`config.mk`:
```
export PLATFORM = sky130hd
export DESIGN_NAME = fp_div_seq
export DESIGN_NICKNAME = d
export VERILOG_FILES = /design/src/rtl/fp_div_seq.sv
export SDC_FILE = /design/constraint.sdc
export NUM_CORES = 1
export LEC_CHECK = 0
export ABC_AREA = 1
export BUFFER_PORTS_ARGS = -buffer_cell sky130_fd_sc_hd__buf_2
export CORE_ASPECT_RATIO = 0.5
export CORE_MARGIN = 2
export CORE_UTILIZATION = 25
export DETAILED_ROUTE_END_ITERATION = 7
export GPL_ROUTABILITY_DRIVEN = 1
export PLACE_DENSITY = 0.45
export SLEW_MARGIN = 20
export SYNTH_ARGS = -nofsm -noshare
export SYNTH_HDL_FRONTEND = slang
export SYNTH_SLANG_ARGS = --single-unit
```
`constraint.sdc`:
```
create_clock -name CLK -period 4.6 [get_ports CLK]
set_input_delay 0.69 -clock CLK [delete_from_list [all_inputs] [get_ports CLK]]
set_output_delay 0.69 -clock CLK [all_outputs]
set_load 0.1 [all_outputs]
```
`src/rtl/fp_div_seq.sv`:
```
`default_nettype none
// ============================================================================
//  Module      : fp_div_seq
//  Description : Iterative IEEE-754 single-precision divider, z = x / y.
//                Radix-2 restoring division, one quotient bit per cycle,
//                start/done handshake, IEEE rounding modes and exception
//                flags (invalid, divide-by-zero, overflow, underflow,
//                inexact, zero). Subnormal operands are flushed to zero.
//  Revision    : 1.0 - initial release
// ============================================================================
module fp_div_seq #(
    parameter int EXP_W = 8,
    parameter int MAN_W = 23,
    parameter int BIAS  = 127
) (
    input  logic             CLK,
    input  logic             RST,
    input  logic             start,
    input  logic             Sx,
    input  logic             Sy,
    input  logic [EXP_W-1:0] Ex,
    input  logic [EXP_W-1:0] Ey,
    input  logic [MAN_W-1:0] Mx,
    input  logic [MAN_W-1:0] My,
    input  logic [1:0]       R_mode,
    output logic             busy,
    output logic             done,
    output logic             Sz,
    output logic [EXP_W-1:0] Ez,
    output logic [MAN_W-1:0] Mz,
    output logic             invalid_flag,
    output logic             divzero_flag,
    output logic             overflow_flag,
    output logic             underflow_flag,
    output logic             inexact_flag,
    output logic             zero_flag
);

    // Quotient carries the integer bit, MAN_W fraction bits, guard and round.
    localparam int c_q_w   = MAN_W + 3;
    localparam int c_sig_w = MAN_W + 1;
    localparam int c_e_w   = EXP_W + 2;
    localparam int c_cnt_w = $clog2(c_q_w);

    localparam logic [c_cnt_w-1:0]      c_last_iter = c_cnt_w'(c_q_w - 1);
    localparam logic signed [c_e_w-1:0] c_e_one     = c_e_w'(1);
    localparam logic signed [c_e_w-1:0] c_e_zero    = '0;
    localparam logic signed [c_e_w-1:0] c_e_ovf     = c_e_w'((1 << EXP_W) - 1);
    localparam logic [EXP_W-1:0]        c_e_maxfin  = EXP_W'((1 << EXP_W) - 2);
    localparam logic [MAN_W-1:0]        c_qnan_m    = {1'b1, {(MAN_W-1){1'b0}}};

    typedef enum logic [2:0] {
        ST_IDLE    = 3'd0,
        ST_DIVIDE  = 3'd1,
        ST_ROUND   = 3'd2,
        ST_SPECIAL = 3'd3,
        ST_DONE    = 3'd4
    } state_t;

    state_t r_state;
    state_t w_next;

    // Latched operand information
    logic                      r_sign;
    logic [1:0]                r_rmode;
    logic signed [c_e_w-1:0]   r_exp;
    logic [c_sig_w:0]          r_rem;
    logic [c_sig_w-1:0]        r_div;
    logic [c_q_w-1:0]          r_q;
    logic [c_cnt_w-1:0]        r_cnt;
    logic                      r_x_zero, r_x_inf, r_x_nan, r_x_snan;
    logic                      r_y_zero, r_y_inf, r_y_nan, r_y_snan;

    // Result registers
    logic                      r_sz;
    logic [EXP_W-1:0]          r_ez;
    logic [MAN_W-1:0]          r_mz;
    logic                      r_invalid, r_divzero, r_overflow, r_underflow, r_inexact, r_zero;

    // Input operand classification
    logic w_x_emin, w_x_emax, w_y_emin, w_y_emax, w_in_special;
    logic signed [c_e_w-1:0] w_exp_in;

    assign w_x_emin     = (Ex == '0);
    assign w_x_emax     = (Ex == '1);
    assign w_y_emin     = (Ey == '0);
    assign w_y_emax     = (Ey == '1);
    assign w_in_special = w_x_emin | w_x_emax | w_y_emin | w_y_emax;
    assign w_exp_in     = $signed({2'b00, Ex}) - $signed({2'b00, Ey}) + $signed(c_e_w'(BIAS));

    // Restoring step: remainder stays below twice the divisor, so the
    // subtracted value always fits back into the remainder register.
    logic             w_rem_ge;
    logic [c_sig_w:0] w_rem_sub;

    assign w_rem_ge  = (r_rem >= {1'b0, r_div});
    assign w_rem_sub = r_rem - {1'b0, r_div};

    // Normalisation, rounding and overflow/underflow resolution
    logic                    w_norm, w_g, w_s, w_inc, w_ovf, w_unf, w_ovf_inf;
    logic [MAN_W-1:0]        w_frac;
    logic [MAN_W:0]          w_sum;
    logic signed [c_e_w-1:0] w_e_adj, w_e_fin;
    logic [EXP_W-1:0]        w_rnd_ez;
    logic [MAN_W-1:0]        w_rnd_mz;

    // Round the quotient according to the latched rounding mode
    always_comb begin
        w_norm = r_q[c_q_w-1];
        if (w_norm) begin
            w_frac  = r_q[c_q_w-2 -: MAN_W];
            w_g     = r_q[1];
            w_s     = r_q[0] | (|r_rem);
            w_e_adj = r_exp;
        end else begin
            w_frac  = r_q[c_q_w-3 -: MAN_W];
            w_g     = r_q[0];
            w_s     = |r_rem;
            w_e_adj = r_exp - c_e_one;
        end
        case (r_rmode)
            2'b00:   w_inc = w_g & (w_s | w_frac[0]);
            2'b01:   w_inc = 1'b0;
            2'b10:   w_inc = (w_g | w_s) & ~r_sign;
            default: w_inc = (w_g | w_s) & r_sign;
        endcase
        w_sum     = {1'b0, w_frac} + {{MAN_W{1'b0}}, w_inc};
        w_e_fin   = w_sum[MAN_W] ? (w_e_adj + c_e_one) : w_e_adj;
        w_ovf     = (w_e_fin >= c_e_ovf);
        w_unf     = !w_ovf && (w_e_fin <= c_e_zero);
        w_ovf_inf = (r_rmode == 2'b00) | ((r_rmode == 2'b10) & ~r_sign) |
                    ((r_rmode == 2'b11) & r_sign);
        w_rnd_ez  = w_e_fin[EXP_W-1:0];
        w_rnd_mz  = w_sum[MAN_W-1:0];
        if (w_ovf) begin
            w_rnd_ez = w_ovf_inf ? '1 : c_e_maxfin;
            w_rnd_mz = w_ovf_inf ? '0 : '1;
        end else if (w_unf) begin
            w_rnd_ez = '0;
            w_rnd_mz = '0;
        end
    end

    // Special-operand result selection
    logic             w_sp_sz, w_sp_invalid, w_sp_divzero, w_sp_zero;
    logic [EXP_W-1:0] w_sp_ez;
    logic [MAN_W-1:0] w_sp_mz;

    // Resolve NaN / infinity / zero operand combinations in priority order
    always_comb begin
        w_sp_sz      = r_sign;
        w_sp_ez      = '0;
        w_sp_mz      = '0;
        w_sp_invalid = 1'b0;
        w_sp_divzero = 1'b0;
        w_sp_zero    = 1'b0;
        if (r_x_nan | r_y_nan) begin
            w_sp_sz      = 1'b0;
            w_sp_ez      = '1;
            w_sp_mz      = c_qnan_m;
            w_sp_invalid = r_x_snan | r_y_snan;
        end else if ((r_x_zero & r_y_zero) | (r_x_inf & r_y_inf)) begin
            w_sp_sz      = 1'b0;
            w_sp_ez      = '1;
            w_sp_mz      = c_qnan_m;
            w_sp_invalid = 1'b1;
        end else if (r_y_zero & ~r_x_inf) begin
            w_sp_ez      = '1;
            w_sp_divzero = 1'b1;
        end else if (r_x_inf) begin
            w_sp_ez      = '1;
        end else begin
            w_sp_zero    = 1'b1;
        end
    end

    // State register
    always_ff @(posedge CLK or posedge RST) begin
        if (RST) begin
            r_state <= ST_IDLE;
        end else begin
            r_state <= w_next;
        end
    end

    // Next-state decode and handshake outputs
    always_comb begin
        w_next = r_state;
        busy   = 1'b0;
        done   = 1'b0;
        case (r_state)
            ST_IDLE: begin
                if (start) begin
                    w_next = w_in_special ? ST_SPECIAL : ST_DIVIDE;
                end
            end
            ST_DIVIDE: begin
                busy = 1'b1;
                if (r_cnt == c_last_iter) begin
                    w_next = ST_ROUND;
                end
            end
            ST_ROUND: begin
                busy   = 1'b1;
                w_next = ST_DONE;
            end
            ST_SPECIAL: begin
                busy   = 1'b1;
                w_next = ST_DONE;
            end
            ST_DONE: begin
                done   = 1'b1;
                w_next = ST_IDLE;
            end
            default: w_next = ST_IDLE;
        endcase
    end

    // Operand capture, quotient iteration and result registers
    always_ff @(posedge CLK or posedge RST) begin
        if (RST) begin
            r_sign      <= 1'b0;
            r_rmode     <= '0;
            r_exp       <= '0;
            r_rem       <= '0;
            r_div       <= '0;
            r_q         <= '0;
            r_cnt       <= '0;
            r_x_zero    <= 1'b0;
            r_x_inf     <= 1'b0;
            r_x_nan     <= 1'b0;
            r_x_snan    <= 1'b0;
            r_y_zero    <= 1'b0;
            r_y_inf     <= 1'b0;
            r_y_nan     <= 1'b0;
            r_y_snan    <= 1'b0;
            r_sz        <= 1'b0;
            r_ez        <= '0;
            r_mz        <= '0;
            r_invalid   <= 1'b0;
            r_divzero   <= 1'b0;
            r_overflow  <= 1'b0;
            r_underflow <= 1'b0;
            r_inexact   <= 1'b0;
            r_zero      <= 1'b0;
        end else begin
            case (r_state)
                ST_IDLE: begin
                    if (start) begin
                        r_sign      <= Sx ^ Sy;
                        r_rmode     <= R_mode;
                        r_exp       <= w_exp_in;
                        r_rem       <= {2'b01, Mx};
                        r_div       <= {1'b1, My};
                        r_q         <= '0;
                        r_cnt       <= '0;
                        r_x_zero    <= w_x_emin;
                        r_x_inf     <= w_x_emax & (Mx == '0);
                        r_x_nan     <= w_x_emax & (Mx != '0);
                        r_x_snan    <= w_x_emax & (Mx != '0) & ~Mx[MAN_W-1];
                        r_y_zero    <= w_y_emin;
                        r_y_inf     <= w_y_emax & (My == '0);
                        r_y_nan     <= w_y_emax & (My != '0);
                        r_y_snan    <= w_y_emax & (My != '0) & ~My[MAN_W-1];
                        r_invalid   <= 1'b0;
                        r_divzero   <= 1'b0;
                        r_overflow  <= 1'b0;
                        r_underflow <= 1'b0;
                        r_inexact   <= 1'b0;
                        r_zero      <= 1'b0;
                    end
                end
                ST_DIVIDE: begin
                    r_q   <= {r_q[c_q_w-2:0], w_rem_ge};
                    r_rem <= w_rem_ge ? {w_rem_sub[c_sig_w-1:0], 1'b0}
                                      : {r_rem[c_sig_w-1:0], 1'b0};
                    r_cnt <= r_cnt + 1'b1;
                end
                ST_ROUND: begin
                    r_sz        <= r_sign;
                    r_ez        <= w_rnd_ez;
                    r_mz        <= w_rnd_mz;
                    r_overflow  <= w_ovf;
                    r_underflow <= w_unf;
                    r_inexact   <= w_g | w_s | w_ovf | w_unf;
                    r_zero      <= w_unf;
                end
                ST_SPECIAL: begin
                    r_sz      <= w_sp_sz;
                    r_ez      <= w_sp_ez;
                    r_mz      <= w_sp_mz;
                    r_invalid <= w_sp_invalid;
                    r_divzero <= w_sp_divzero;
                    r_zero    <= w_sp_zero;
                end
                default: ;
            endcase
        end
    end

    assign Sz             = r_sz;
    assign Ez             = r_ez;
    assign Mz             = r_mz;
    assign invalid_flag   = r_invalid;
    assign divzero_flag   = r_divzero;
    assign overflow_flag  = r_overflow;
    assign underflow_flag = r_underflow;
    assign inexact_flag   = r_inexact;
    assign zero_flag      = r_zero;

endmodule
`default_nettype wire

```
==> out/results.tsv <==
metric	value	unit
status	finished, final reports clean	
grt_pass1_wl	46900	um
synth_top_area_cell	dfrtp_1	
pre_cts_ws	828	ps
cts_num_sinks	142	
placed_area	0.0108	mm^2
synth_seq_area_share	36.5	%
max_cap_viol_count	0	
cp-start-kind	flip-flop	
clkTransAtPathRegs	70	ps
io_pins	109	
crit_chain	nor4_1 -> nand4_1 -> nor2_1 -> o21ai_0 -> nor2_1 -> o31ai_1 -> ha_1 -> nand3_1 -> nor2_1 -> nand2_1 -> nor2_2 -> o21ai_1 -> nor2_1 -> nand3_1 -> nand2_2 -> nand2_4 -> nand2_1 -> o21ai_0 -> nand2_1	
initial_core_util	25.2	%
finClkSkew	10.6	ps
synthTopCellsByArea	dfrtp_1 (37%), nand2_1 (14%), inv_1 (6.3%)	
clk_path_buf_depth	2	
synth_flop_cell	dfrtp_1	
grt_setup_unrepaired	no	
synth_warnings	0	
overflow	0	
antenna_left	0	
period_minus_slack	3860	ps
n_antenna_cell	0	
core-area	0.0386	mm^2
die_h	143	um
areaGrowthSynthToFinish	17.7	%
cts_tree	yes	
ys_seq_elements	142	
synth_top_cell_area_share	36.5	%
cts_inserted_buffers	17	
antenna_found_initial	0	
ctsResizeCount	0	
p_leak	5.47	nW
p_per_area	821	mW/mm^2
setup_viol	0	
drcViolationCount	0	
hp-class	in2async	
finalWorstSetupSlack	745	ps
avgSynthCellArea	7.12	um^2
cp-end-kind	flip-flop	
drive_gt1_share	13.9	%
ys_types	51	
drt-wirelength-per-cell	14.4	um
tightest_slew	1010	ps
io_buffers	108	
cp_num_buf_inv	0	
finalWirelength	28800	um
holdBufCountCts	0	
dr.pass1.iters	5	
postCtsSetupBuffers	0	
synthesis.nets	1478	
slowest_delay	600	ps
critical-path-slowest-cell	nor4_1	
place.gp.congestion	0.844	
htree_levels	4	
async_flop_share	100	%
grt_max_degree	96	
syn_inst	1367	
grt_pass1_vias	8732	
clock-root-buffer	clkbuf_16	
dp_hpwl	22400	um
viasPerCell	4.44	
vias	8894	
grt_usage	14.5	%
arrival	4170	ps
vdd_ir_drop_max	0.327	mV
synth_edf_count	0	
cp_data_required_time	4920	ps
finalInstanceArea	0.0114	mm^2
min_period_over_period	83.8	%
insertion_delay	440	ps
cpMostUsedCell	nor2_1	
fin_nets	1573	
fmax	259	MHz
max-slew-margin-rel	32.7	%
yosysMostFrequentCell	nand2_1	
syn_area	0.00973	mm^2
netlist_top_cells_count	nand2_1 (363), inv_1 (164), dfrtp_1 (142)	
setup_tns	0	ps
critPathTopFamily	simple AND/OR/NAND/NOR gates	
row_count	51	
critical_path_class	reg2reg	
drv_slew	0	
path_max_fanout	27	
die-width	283	um
die_area	0.0406	mm^2
hold_viol	0	
final_util	29.7	%
initialDrtViolationCount	483	
layer usage:
metal | GRT usage [%] | wire length, um | vias up
li1 | - | - | 4676
met1 | 19.8 | 14600 | 4087
met2 | 24.0 | 13000 | 109
met3 | 2.52 | 824 | 22
met4 | 3.75 | 399 | 0
met5 | 0 | 0 | -
state kept, by name, summed over array words and instances (netlist names), 2 cells and up:
| signal | cells |
|---|---|
| r_exp | 10 |
| r_rem | 25 |
| r_cnt | 5 |
| r_rmode | 2 |
| r_state | 3 |
| r_div | 24 |
| Mz | 23 |
| Ez | 8 |
| r_q | 26 |
cell type report:
| class | count | area [um^2] |
|---|---|---|
| clock buffer | 17 | 425 |
| timing repair buffer | 117 | 608 |
| clock inverter | 15 | 234 |
| sequential | 142 | 3550 |
| tap | 530 | 663 |
| multi-input combinational | 1013 | 5310 |
| inverter | 171 | 652 |
| fill | 4299 | 27200 |
report_power, final:
part	switching, mW	internal [mW]
clock	0.593	0.972
combinational	4.13	1.64
sequential	0.337	1.73
total	5.06	4.34
worst paths after layout:
kind,startpoint,end,slack (ps),depth (start not counted)
worst max-delay path,r_rem[8]$_DFFE_PP0P_,Ez[6]$_DFFE_PP0P_,740,19
worst min-delay path,RST,r_div[0]$_DFFE_PP0P_,440,2
worst max register to register,r_rem[8]$_DFFE_PP0P_,Ez[6]$_DFFE_PP0P_,740,19
worst min register to register,r_x_inf$_DFFE_PP0P_,divzero_flag$_DFFE_PP0P_,460,1
max in group asynchronous,RST,Mz[3]$_DFFE_PP0P_,3210,3
min in group CLK,R_mode[1],r_rmode[1]$_DFFE_PP0P_,460,3
stage by stage:
step / power (mW) / cells / hold slack (ps)
global placement: 7.92 / 1973 / 444
global route: 10.3 / 2005 / 454
detailed placement: 7.88 / 1973 / 458
floorplan: 6.51 / 1367 / 426
finish: 9.40 / 2005 / 442
CTS: 9.49 / 2005 / 434
kinds of logic after synthesis:
family	after synthesis	synth area share, %
and+or+nand+nor	663	29.8
AOI/OAI and AO/OA	263	14.9
buffers and inverters	212	8.93
DFF	142	36.5
xor gates and xnor gates	43	4.14
adders and majority gates	42	5.56
muxes	2	0.206
placed cells by master (no fill, tap or decap), types with 19 or more instances in the layout:
cell type	synthesis	final
o22ai_1	29	29
nand3_1	72	72
ha_1	40	40
inv_1	164	163
nor4_1	22	22
nor3_1	19	19
xor2_1	27	27
nor2_1	123	122
a21oi_1	75	75
o21ai_0	117	117
nand2_1	363	363
buf_2	4	108
dfrtp_1	142	141
(Power assumes the default switching activity.)
